--- src/rtl/lc3b_types.sv ---
// Shared LC-3b types and constants for the performance-counter MMIO window.
package lc3b_types;

    localparam logic [15:0] PERF_BASE     = 16'hFFC0;
    localparam logic [15:0] PERF_WIN_MASK = 16'hFFE0;
    localparam int          PERF_NUM_CTRS = 8;
    localparam logic [4:0]  PERF_OFS_CTRL = 5'h10;
    localparam logic [4:0]  PERF_OFS_SNAP = 5'h12;

    typedef enum logic [0:0] {
        IDLE = 1'b0,
        RESP = 1'b1
    } perf_mmio_state_t;

endpackage

--- src/rtl/perf_ovf_detect.sv ---
// Overflow detector for one counter: remembers last value, raises a sticky flag
// on a 0xFFFF -> 0x0000 step; a clear in the same cycle wins over a new wrap.
module perf_ovf_detect (
    input  logic        clk,
    input  logic        reset,
    input  logic [15:0] i_count,
    input  logic        i_clear,
    output logic        o_ovf
);

    logic [15:0] r_prev;
    logic        r_ovf;
    logic        w_wrap;

    assign w_wrap = (r_prev == 16'hFFFF) && (i_count == 16'h0000);

    // NOTE: sequential state uses non-blocking assignments so every register
    // samples pre-edge values regardless of block ordering.
    always_ff @(posedge clk or posedge reset) begin
        if (reset) begin
            r_prev <= 16'h0000;
            r_ovf  <= 1'b0;
        end else begin
            r_prev <= i_count;
            if (i_clear)
                r_ovf <= 1'b0;
            else if (w_wrap)
                r_ovf <= 1'b1;
        end
    end

    assign o_ovf = r_ovf;

endmodule

--- src/rtl/perf_counter_mmio.sv ---
// MMIO window exposing eight performance counters and their overflow flags;
// all other CPU traffic passes straight to the data cache. Option: PERF_SNAPSHOT_EN.
module perf_counter_mmio
    import lc3b_types::*;
#(
    parameter logic [15:0] BASE = PERF_BASE
) (
    input  logic                             clk,
    input  logic                             reset,
    input  logic [15:0]                      cpu_address,
    input  logic                             cpu_read,
    input  logic                             cpu_write,
    input  logic [15:0]                      cpu_wdata,
    input  logic [1:0]                       cpu_byte_enable,
    output logic                             cpu_resp,
    output logic [15:0]                      cpu_rdata,
    output logic [15:0]                      cache_address,
    output logic                             cache_read,
    output logic                             cache_write,
    output logic [15:0]                      cache_wdata,
    output logic [1:0]                       cache_byte_enable,
    input  logic                             cache_resp,
    input  logic [15:0]                      cache_rdata,
    input  logic [PERF_NUM_CTRS-1:0][15:0]   count_in,
    output logic [PERF_NUM_CTRS-1:0]         ctr_clear
);

    perf_mmio_state_t                r_state;
    logic [15:0]                     r_rdata;
    logic [PERF_NUM_CTRS-1:0]        r_clear;

    logic                            w_hit;
    logic [4:0]                      w_ofs;
    logic [15:0]                     w_rd_val;
    logic [PERF_NUM_CTRS-1:0]        w_clear_req;
    logic [PERF_NUM_CTRS-1:0]        w_ovf;
    logic [PERF_NUM_CTRS-1:0][15:0]  w_ctr_src;

    assign w_hit = (cpu_read || cpu_write) && ((cpu_address & PERF_WIN_MASK) == BASE);
    assign w_ofs = {cpu_address[4:1], 1'b0};

    assign w_clear_req = (cpu_write && cpu_byte_enable[0] && (w_ofs == PERF_OFS_CTRL))
                       ? cpu_wdata[PERF_NUM_CTRS-1:0] : '0;

    // NOTE: every combinational output gets a default first so no latch is inferred.
    always_comb begin
        w_rd_val = 16'h0000;
        if (cpu_read && !cpu_write) begin
            if (!w_ofs[4])
                w_rd_val = w_ctr_src[w_ofs[3:1]];
            else if (w_ofs == PERF_OFS_CTRL)
                w_rd_val = {8'h00, w_ovf};
        end
    end

    always_ff @(posedge clk or posedge reset) begin
        if (reset) begin
            r_state <= IDLE;
            r_rdata <= 16'h0000;
            r_clear <= '0;
        end else begin
            case (r_state)
                IDLE: begin
                    if (w_hit) begin
                        r_state <= RESP;
                        r_rdata <= w_rd_val;
                        r_clear <= w_clear_req;
                    end
                end
                RESP: begin
                    r_state <= IDLE;
                    r_clear <= '0;
                end
                default: r_state <= IDLE;
            endcase
        end
    end

    // Gating on the state lets an async reset in RESP kill the pulse at once.
    assign ctr_clear = (r_state == RESP) ? r_clear : '0;

`ifdef PERF_SNAPSHOT_EN
    logic                            r_snap_req;
    logic [PERF_NUM_CTRS-1:0][15:0]  r_snap;

    // NOTE: the snapshot bank is reset so a read before any capture returns zero.
    always_ff @(posedge clk or posedge reset) begin
        if (reset) begin
            r_snap_req <= 1'b0;
            r_snap     <= '0;
        end else if (r_state == IDLE) begin
            r_snap_req <= w_hit && cpu_write && (w_ofs == PERF_OFS_SNAP);
        end else begin
            r_snap_req <= 1'b0;
            if (r_snap_req)
                r_snap <= count_in;
        end
    end

    assign w_ctr_src = r_snap;
`else
    assign w_ctr_src = count_in;
`endif

    for (genvar g = 0; g < PERF_NUM_CTRS; g++) begin : g_ovf
        perf_ovf_detect u_ovf (
            .clk     (clk),
            .reset   (reset),
            .i_count (count_in[g]),
            .i_clear (ctr_clear[g]),
            .o_ovf   (w_ovf[g])
        );
    end

    assign cache_address     = cpu_address;
    assign cache_wdata       = cpu_wdata;
    assign cache_byte_enable = cpu_byte_enable;
    assign cache_read        = cpu_read  && !w_hit;
    assign cache_write       = cpu_write && !w_hit;

    assign cpu_resp  = w_hit ? (r_state == RESP) : cache_resp;
    assign cpu_rdata = w_hit ? r_rdata : cache_rdata;

endmodule

--- config.mk ---
export PLATFORM = sky130hd
export DESIGN_NAME = perf_counter_mmio
export DESIGN_NICKNAME = d
export VERILOG_FILES = /design/src/rtl/lc3b_types.sv /design/src/rtl/perf_ovf_detect.sv /design/src/rtl/perf_counter_mmio.sv
export SDC_FILE = /design/constraint.sdc
export NUM_CORES = 1
export LEC_CHECK = 0
export CORE_MARGIN = 3
export CORE_UTILIZATION = 48
export DETAILED_ROUTE_END_ITERATION = 16
export HOLD_SLACK_MARGIN = 0.08
export PLACE_DENSITY_LB_ADDON = 0.12
export REMOVE_ABC_BUFFERS = 1
export SYNTH_ARGS = -nofsm -noshare
export SYNTH_HDL_FRONTEND = slang
export SYNTH_SLANG_ARGS = --single-unit
export TNS_END_PERCENT = 100
--- constraint.sdc ---
create_clock -name clk -period 8.84 [get_ports clk]
set_input_delay 1.768 -clock clk [delete_from_list [all_inputs] [get_ports clk]]
set_output_delay 1.768 -clock clk [all_outputs]
set_load 0.01 [all_outputs]
======== Word-level counts from Yosys, hierarchy flattened ========
Index checks and enable logic that the tools add are counted.
storage, ports and cells
  register bits ........................... 161
  logic and storage cells ................. 95
  output and inout port bits .............. 61
operators by class
  equality and inequality tests ........... 11
  bitwise gates (word level) .............. 1
  order comparisons ....................... 1
  reduce and logical (&&, ||, !) cells .... 34
  multiplexer cells ....................... 29
operators by type and width
  operator              number
  $eq 16x16->1 const B  8
  $logic_not 16->1      8
  $mux 16               4
  $bmux 16 s3           1
  $mux 8                4
  $mux 1                18
  $pmux 8 s2            1
  $reduce_bool 2->1     8
  $logic_and 1x1->1     14
  $eq 11x11->1 const B  1
  $eq 4x4->1 const B    1
  $lt 3x4->1 const B    1
  $logic_not 1->1       2
  $ne 2x2->1 const B    1
  $pmux 1 s2            1
  $reduce_and 2->1      1
  $logic_or 1x1->1      1
  $not 1->1             1

======== Depth between registers and ports, before layout ========
Gate-level depths: netlist (run 1).
  depth in word-level cells ............... 5
  depth in mapped cells ................... 6

======== Cells and area by module ========
From an unflattened synthesis (run 1), not the netlist that was laid out.
second synthesis, totals
  cells, all modules ...................... 461
  area total of the unflattened synthesis .. 6774.0 um2
modules (own cells, without submodules)
  module             instances  area each (um2)  cells each
  perf_ovf_detect    8          526.8            30
  perf_counter_mmio  1          2560.0           221

======== Worst setup path after synthesis (run 1) ========
Ideal clock, no wire load.
  kind .................................... in2out
  start ................................... input port cpu_address[5]
  end ..................................... output port cpu_rdata[10]
  stages .................................. 4
  data required time ...................... 7.072 ns
  slack ................................... 4.113 ns
  path buffers ............................ 1
  arrival ................................. 2.959 ns
  cells stage by stage .................... nand3b_1 nor4_2 clkbuf_1 mux2_2
on the way
  longest elaborated chain between the ends .. 3
ends and longest elaborated chain
  what               line                      source
  start, declared    perf_counter_mmio.sv:10   input logic [15:0] cpu_address,
  $eq 11x11->1       perf_counter_mmio.sv:39   assign w_hit = (cpu_read || cpu_write) && ((cpu_address & PERF_WIN_MASK) == BASE);
  $logic_and 1x1->1  perf_counter_mmio.sv:39
  $mux 16            perf_counter_mmio.sv:122  assign cpu_rdata = w_hit ? r_rdata : cache_rdata;
  end, declared      perf_counter_mmio.sv:16   output logic [15:0] cpu_rdata,
No other way between the ends.

======== Worst setup path after layout (run 1) ========
  start ................................... input port cpu_address[15]
  end ..................................... output port cpu_resp
on the way
  longest elaborated chain between the ends .. 3
ends and longest elaborated chain
  what               line                      source
  $eq 11x11->1       perf_counter_mmio.sv:39
  $logic_and 1x1->1  perf_counter_mmio.sv:39
  $mux 1             perf_counter_mmio.sv:121  assign cpu_resp = w_hit ? (r_state == RESP) : cache_resp;
  end, declared      perf_counter_mmio.sv:15   output logic cpu_resp,
No other way between the ends.

==> flow_summary_export.csv, run 1 <==
group,metric,value,unit
min_path,hold_path.class,"reg2reg",
synthesis,ys_warn_count,0,
global_route,antenna_found_initial,1,
setup_path,r2r-end,"r_clear[2]",
floorplan,die-area,15160,µm²
timing,worst_pin_slew,1064,ps
timing,tns,0,ps
final_layout,fin_cells,832,
timing,rsz0062_at_grt,"false",
global_route,grt_max_degree,83,
final_layout,antenna_cells,0,
setup_path,cp_max_fo,18,
synthesis,synth_edf_count,0,
power_and_ir_drop,p_clk_share,43.0,%
timing,finalHoldViolations,0,
final_layout,layout-drive-gt1-share,13.72,%
floorplan,core-area,13350,µm²
drt,drt_iter0_drc,427,
synthesis,synthArstFlopShare,100.0,%
timing,final.min_clock_period,6007,ps
timing,final.setup_skew,6.856,ps
global_route,global_route.overflow_total,0,
min_path,hold_start,"r_rdata[14]",
synthesis,synth.most_common_cell,"dfrtp_1",
status,status,"finished clean",
clock_tree,htreeDepth,4,
placement,io_buffers,223,
clock_tree,cts_hold_buf,0,
placement,dp.cells,801,
synthesis,synth_area,6584,µm²
power_and_ir_drop,power.internal,0.001350,W
setup_path,timing.rr.start,"r_state",
power_and_ir_drop,power_switching,0.0003782,W
clock_tree,clock-sinks,161,
synthesis,syn_inst,456,
setup_path,worstSetupStartpointType,"input pin",
timing,setup_violations,0,
setup_path,critPathCaptureType,"output port",
power_and_ir_drop,power_density,186.0,nW/µm²
synthesis,synth-seq-cells,161,
synthesis,synthTopCellsByCount,"dfrtp_1 (161), buf_4 (43), nor4_1 (33)",
timing,fin_crit_sh,67.95,%
drt,drc,0,
floorplan,initial_utilization,49.33,%
final_layout,num-nets-final,827,
floorplan,die_x,123.1,µm
synthesis,seq_area_frac_synth,61.19,%
drt,drt_wl_total,19.70,mm
run,cap_violations,0,
placement,hpwl,15.17,mm
setup_path,reg2reg_slack,6550,ps
min_path,hold_end,"r_rdata[14]",
synthesis,synth_top_flop_cell,"dfrtp_1",
drt,firstDrtPassIters,7,
power_and_ir_drop,comb_power_share,12.1,%
global_route,grt_pass1_vias,5194,
floorplan,io_pins,244,
clock_tree,clock_path_buffers,2,
min_path,min_delay_path_depth,2,
setup_path,worstPathArrival,4240,ps
timing,slew_violations,0,
drt,wl_per_cell,23.68,µm
setup_path,crit_type,"in2out",
timing,worst_hold_slack,493.1,ps
setup_path,reg2reg_depth,4,
drt,final_antenna_net_count,0,
synthesis,yosysUniqueCellTypes,31,
drt,vias,4827,
power_and_ir_drop,seqPwrFrac,44.9,%
clock_tree,path_clk_slew,60,ps
synthesis,netlist_top_cells_area,"dfrtp_1 (61%), mux4_2 (11%), buf_4 (4.9%), nor4_1 (3.1%), mux2_2 (2.7%)",
clock_tree,postCtsSetupBuffers,0,
synthesis,avgSynthCellArea,14.44,µm²
floorplan,num_rows,42,
clock_tree,tritoncts,"yes",
synthesis,yosys.area.top_type_share,61.19,%
drt,via_per_inst,5.802,
floorplan,die_h,123.1,µm
power_and_ir_drop,netSwitchingFraction,21.88,%
clock_tree,cts_root_buffer,"clkbuf_16",
global_route,grt_pass1_wl,29.58,mm
setup_path,crit_start,"cpu_address[15]",
timing,slew_headroom,28.42,%
clock_tree,insertion_delay,420,ps
final_layout,area_growth,41.18,%
timing,fmax,166.5,MHz
global_route,grtUsageTotal,27.44,%
clock_tree,numCtsBuffers,17,
setup_path,crit_required,7070,ps
power_and_ir_drop,power.leakage,3.744,nW
clock_tree,cts-resized-gates,0,
power_and_ir_drop,irDropWorstVdd,0.1540,mV
synthesis,yosysTopAreaCell,"dfrtp_1",
placement,place.gp.congestion,0.9474,
## layer usage
metal / routed length (µm) / global-route usage, % / up-vias
met3: 1995 / 9.332 / 25
met2: 9525 / 43.08 / 296
met4: 335 / 8.443 / 2
met5: 13 / 0 / -
met1: 7831 / 36.65 / 2421
li1: - / - / 2083
## cells in the final DEF (no fill, tap or decap), drive strengths merged, types with 9 or more instances in the layout
cell           instances
clkbuf                21
clkdlybuf4s50        222
dfrtp                161
mux2                  16
mux2i                 16
mux4                  32
nand2                 16
nand4                 26
nand4b                 9
nor2                  12
nor4                  35
## power by group through the flow
stage,registers [W],logic (W),clock network (W)
detailed placement,0.000788,0.000210,0
finish,0.000775,0.000209,0.000744
CTS,0.000775,0.000211,0.000751
floorplan,0.000786,0.0000576,0
global route,0.000778,0.000223,0.000783
global placement,0.000787,0.000208,0
## per-stage QoR
step	power, W	setup WS (ps)	instance area, µm²	util [%]
finish	0.001729	2833	9295	69.64
global route	0.001784	2753	9295	69.64
CTS	0.001737	2824	9295	69.64
detailed placement	0.0009981	2841	8691	65.11
global placement	0.0009947	2887	8691	65.11
floorplan	0.0008437	2724	6192	-
## final cells by class
cell class                 count  area (µm²)
timing repair buffer         228        2265
tap                          176       220.2
multi-input combinational    234        2165
clock inverter                10       133.9
fill                         943        4053
sequential                   161        4029
clock buffer                  21       470.5
inverter                       2       12.51
## critical path, cell delays in order
cell	delay, ps
clkdlybuf4s50_1	490
nand4_1	180
or4_1	940
inv_2	310
nor2_1	60
clkdlybuf4s50_1	480
## worst max-delay path by stage
stage	endpoint	slack [ps]	depth (start not counted)
after floorplan	g_ovf[0].u_ovf.o_ovf	2720	1
after global placement	cpu_resp	2890	6
after detailed placement	cpu_resp	2840	6
after CTS	cpu_resp	2820	6
after global routing	cpu_resp	2750	6
final	cpu_resp	2830	6
## flip-flops by register name (all words and copies together), names as in the netlist
name	flops
g_ovf.u_ovf.r_prev	128
r_rdata	16
g_ovf.u_ovf.o_ovf	8
r_clear	8
r_state	1
## cells by family after synthesis
group / Yosys count / synth area share, %
buf+inv: 61 / 6.062
mux: 64 / 16.12
simple gates: 137 / 13.17
compound gates: 33 / 3.459
flops: 161 / 61.19
Power figures use the tool's default switching activity.
==> inputs of run 2 (changes only) <==
--- a/config.mk
+++ b/config.mk
@@ -6,7 +6,7 @@
 export NUM_CORES = 1
 export LEC_CHECK = 0
 export CORE_MARGIN = 3
-export CORE_UTILIZATION = 48
+export CORE_UTILIZATION = 45
 export DETAILED_ROUTE_END_ITERATION = 16
 export HOLD_SLACK_MARGIN = 0.08
 export PLACE_DENSITY_LB_ADDON = 0.12
==> constraint.sdc (replaced) <==
create_clock -name clk -period 5.6 [get_ports clk]
set_input_delay 1.12 -clock clk [delete_from_list [all_inputs] [get_ports clk]]
set_output_delay 1.12 -clock clk [all_outputs]
set_load 0.01 [all_outputs]
==> run 2 against run 1 <==
Clock skew hardly changed. Die area is 6.3% higher. Sequential power is 57% higher. Sequential cell count stayed put. Combinational power is 57% higher. Register-to-register slack worse by 3000 ps. Hold slack better by 5.6 ps. Cell count is 0.96% higher. Non-clock buffer count is 3 higher. Routed wire length is 0.88% higher. Critical path depth stayed put. Utilization is 3.3 points lower. Highest routed layer is now met4.
==> flow_summary_export.csv, run 2 (synthesis results as in run 1) <==
group,metric,value,unit
power_and_ir_drop,irDropWorstVdd,0.2256,mV
timing,slew_violations,0,
setup_path,path_cells,"clkdlybuf4s50_1, nand4_1, nor4_4, buf_4, mux2_2, clkdlybuf4s50_1",
setup_path,crit_type,"in2out",
setup_path,r2r-end,"r_clear[2]",
global_route,global_route.overflow_total,0,
drt,drt_wl_total,19.87,mm
final_layout,num-nets-final,830,
power_and_ir_drop,power.leakage,3.770,nW
drt,drc,0,
setup_path,crit_top_cell,"clkdlybuf4s50_1",
floorplan,num_rows,43,
floorplan,die_x,127.0,µm
power_and_ir_drop,p_total,0.002799,W
final_layout,top_regs,"g_ovf.u_ovf.r_prev x128, r_rdata x16",
floorplan,die_h,127.0,µm
final_layout,layout-drive-gt1-share,13.94,%
clock_tree,htreeDepth,4,
timing,fin_crit_sh,82.00,%
floorplan,io_pins,244,
clock_tree,cts_root_buffer,"clkbuf_16",
clock_tree,postCtsSetupBuffers,0,
clock_tree,cts_hold_buf,0,
drt,wl_per_cell,23.66,µm
global_route,grt_pass1_wl,30.57,mm
timing,slew_headroom,48.57,%
drt,final_antenna_net_count,0,
placement,place.gp.congestion,0.9174,
timing,final.min_clock_period,4592,ps
global_route,grt_pass1_vias,5255,
min_path,hold_start,"r_clear[4]",
timing,final.setup_skew,7.003,ps
clock_tree,tritoncts,"yes",
final_layout,antenna_cells,0,
drt,vias,4720,
clock_tree,insertion_delay,420,ps
setup_path,slowest_delay,520,ps
setup_path,worstSetupStartpointType,"input pin",
final_layout,largest_reg_flops,128,
clock_tree,cts-resized-gates,0,
min_path,hold_end,"r_clear[4]",
setup_path,worstPathArrival,3470,ps
setup_path,critPathCaptureType,"output port",
final_layout,mostFrequentLayoutCells,"clkdlybuf4s50_1 (222), dfrtp_1 (161), nor4_1 (33), mux4_2 (32), nand4_1 (26)",
final_layout,regMostFlops,"g_ovf.u_ovf.r_prev",
setup_path,crit_start,"cpu_address[12]",
setup_path,timing.rr.start,"r_state",
min_path,hold_path.class,"reg2reg",
timing,setup_violations,0,
placement,io_buffers,223,
timing,worst_hold_slack,498.7,ps
setup_path,cp_max_fo,18,
clock_tree,clock-sinks,161,
timing,rsz0062_at_grt,"false",
drt,via_per_inst,5.619,
setup_path,crit_required,4480,ps
final_layout,area_growth,42.04,%
floorplan,initial_utilization,46.71,%
final_layout,final_util,66.34,%
timing,worst_pin_slew,771.5,ps
final_layout,final_common_cell,"clkdlybuf4s50_1",
clock_tree,clock_path_buffers,2,
timing,tns,0,ps
placement,hpwl,15.47,mm
power_and_ir_drop,power_density,299.3,nW/µm²
drt,firstDrtPassIters,4,
setup_path,slowest_stage,"clkdlybuf4s50_1",
clock_tree,path_clk_slew,60,ps
setup_path,reg2reg_depth,5,
floorplan,die-area,16120,µm²
clock_tree,numCtsBuffers,17,
status,status,"finished clean",
timing,finalHoldViolations,0,
global_route,antenna_found_initial,0,
setup_path,reg2reg_slack,3530,ps
drt,drt_iter0_drc,428,
floorplan,core-area,14100,µm²
timing,fmax,217.8,MHz
global_route,grtUsageTotal,25.83,%
global_route,grt_max_degree,88,
run,cap_violations,0,
min_path,min_delay_path_depth,1,
run 2: cell types whose count changed in the layout (fill, tap and decap cells not counted), sizes merged:
cell,delta
clkbuf,+1
buf,+2
clkinv,-1
bufinv,+2
run 2: cell type report:
class,instances,area (µm²)
clock buffer,21,450.4
clock inverter,11,185.2
fill,1041,4745
inverter,2,12.51
multi-input combinational,234,2165
sequential,161,4029
tap,180,225.2
timing repair buffer,231,2285
run 2: power by group:
part	switching, W	internal [W]
Combinational	0.000138	0.000191
Sequential	0.0000145	0.00121
Clock	0.000447	0.000799
Total	0.000599	0.00220
run 2: metal layers:
metal / up-vias / track usage [%] / share of wire (%)
met2: 220 / 41.34 / 50
li1: 2081 / - / -
met5: - / 0 / 0
met4: 0 / 7.256 / 1.6
met3: 28 / 7.495 / 7.3
met1: 2391 / 34.82 / 41
run 2: worst max-delay path: cells and delay by family:
kind                   cells  cell delay (ps)
muxes                      1              370
and+or+nand+nor            2              600
buffers and inverters      3             1380
run 2: worst max path at each step:
stage	to	slack, ps
final	cpu_rdata[7]	1010
after global routing	cpu_rdata[7]	910
after CTS	cpu_rdata[7]	980
after detailed placement	cpu_rdata[7]	990
after global placement	cpu_rdata[7]	1070
after floorplan	g_ovf[0].u_ovf.o_ovf	130
run 2: metrics by stage:
stage               std cells  cell area, µm²  worst slack (ps)
floorplan                 397            6192             131.7
global placement          807            8711              1072
detailed placement        807            8711             987.0
CTS                       839            9346             984.9
global route              840            9351             911.1
finish                    840            9351              1008
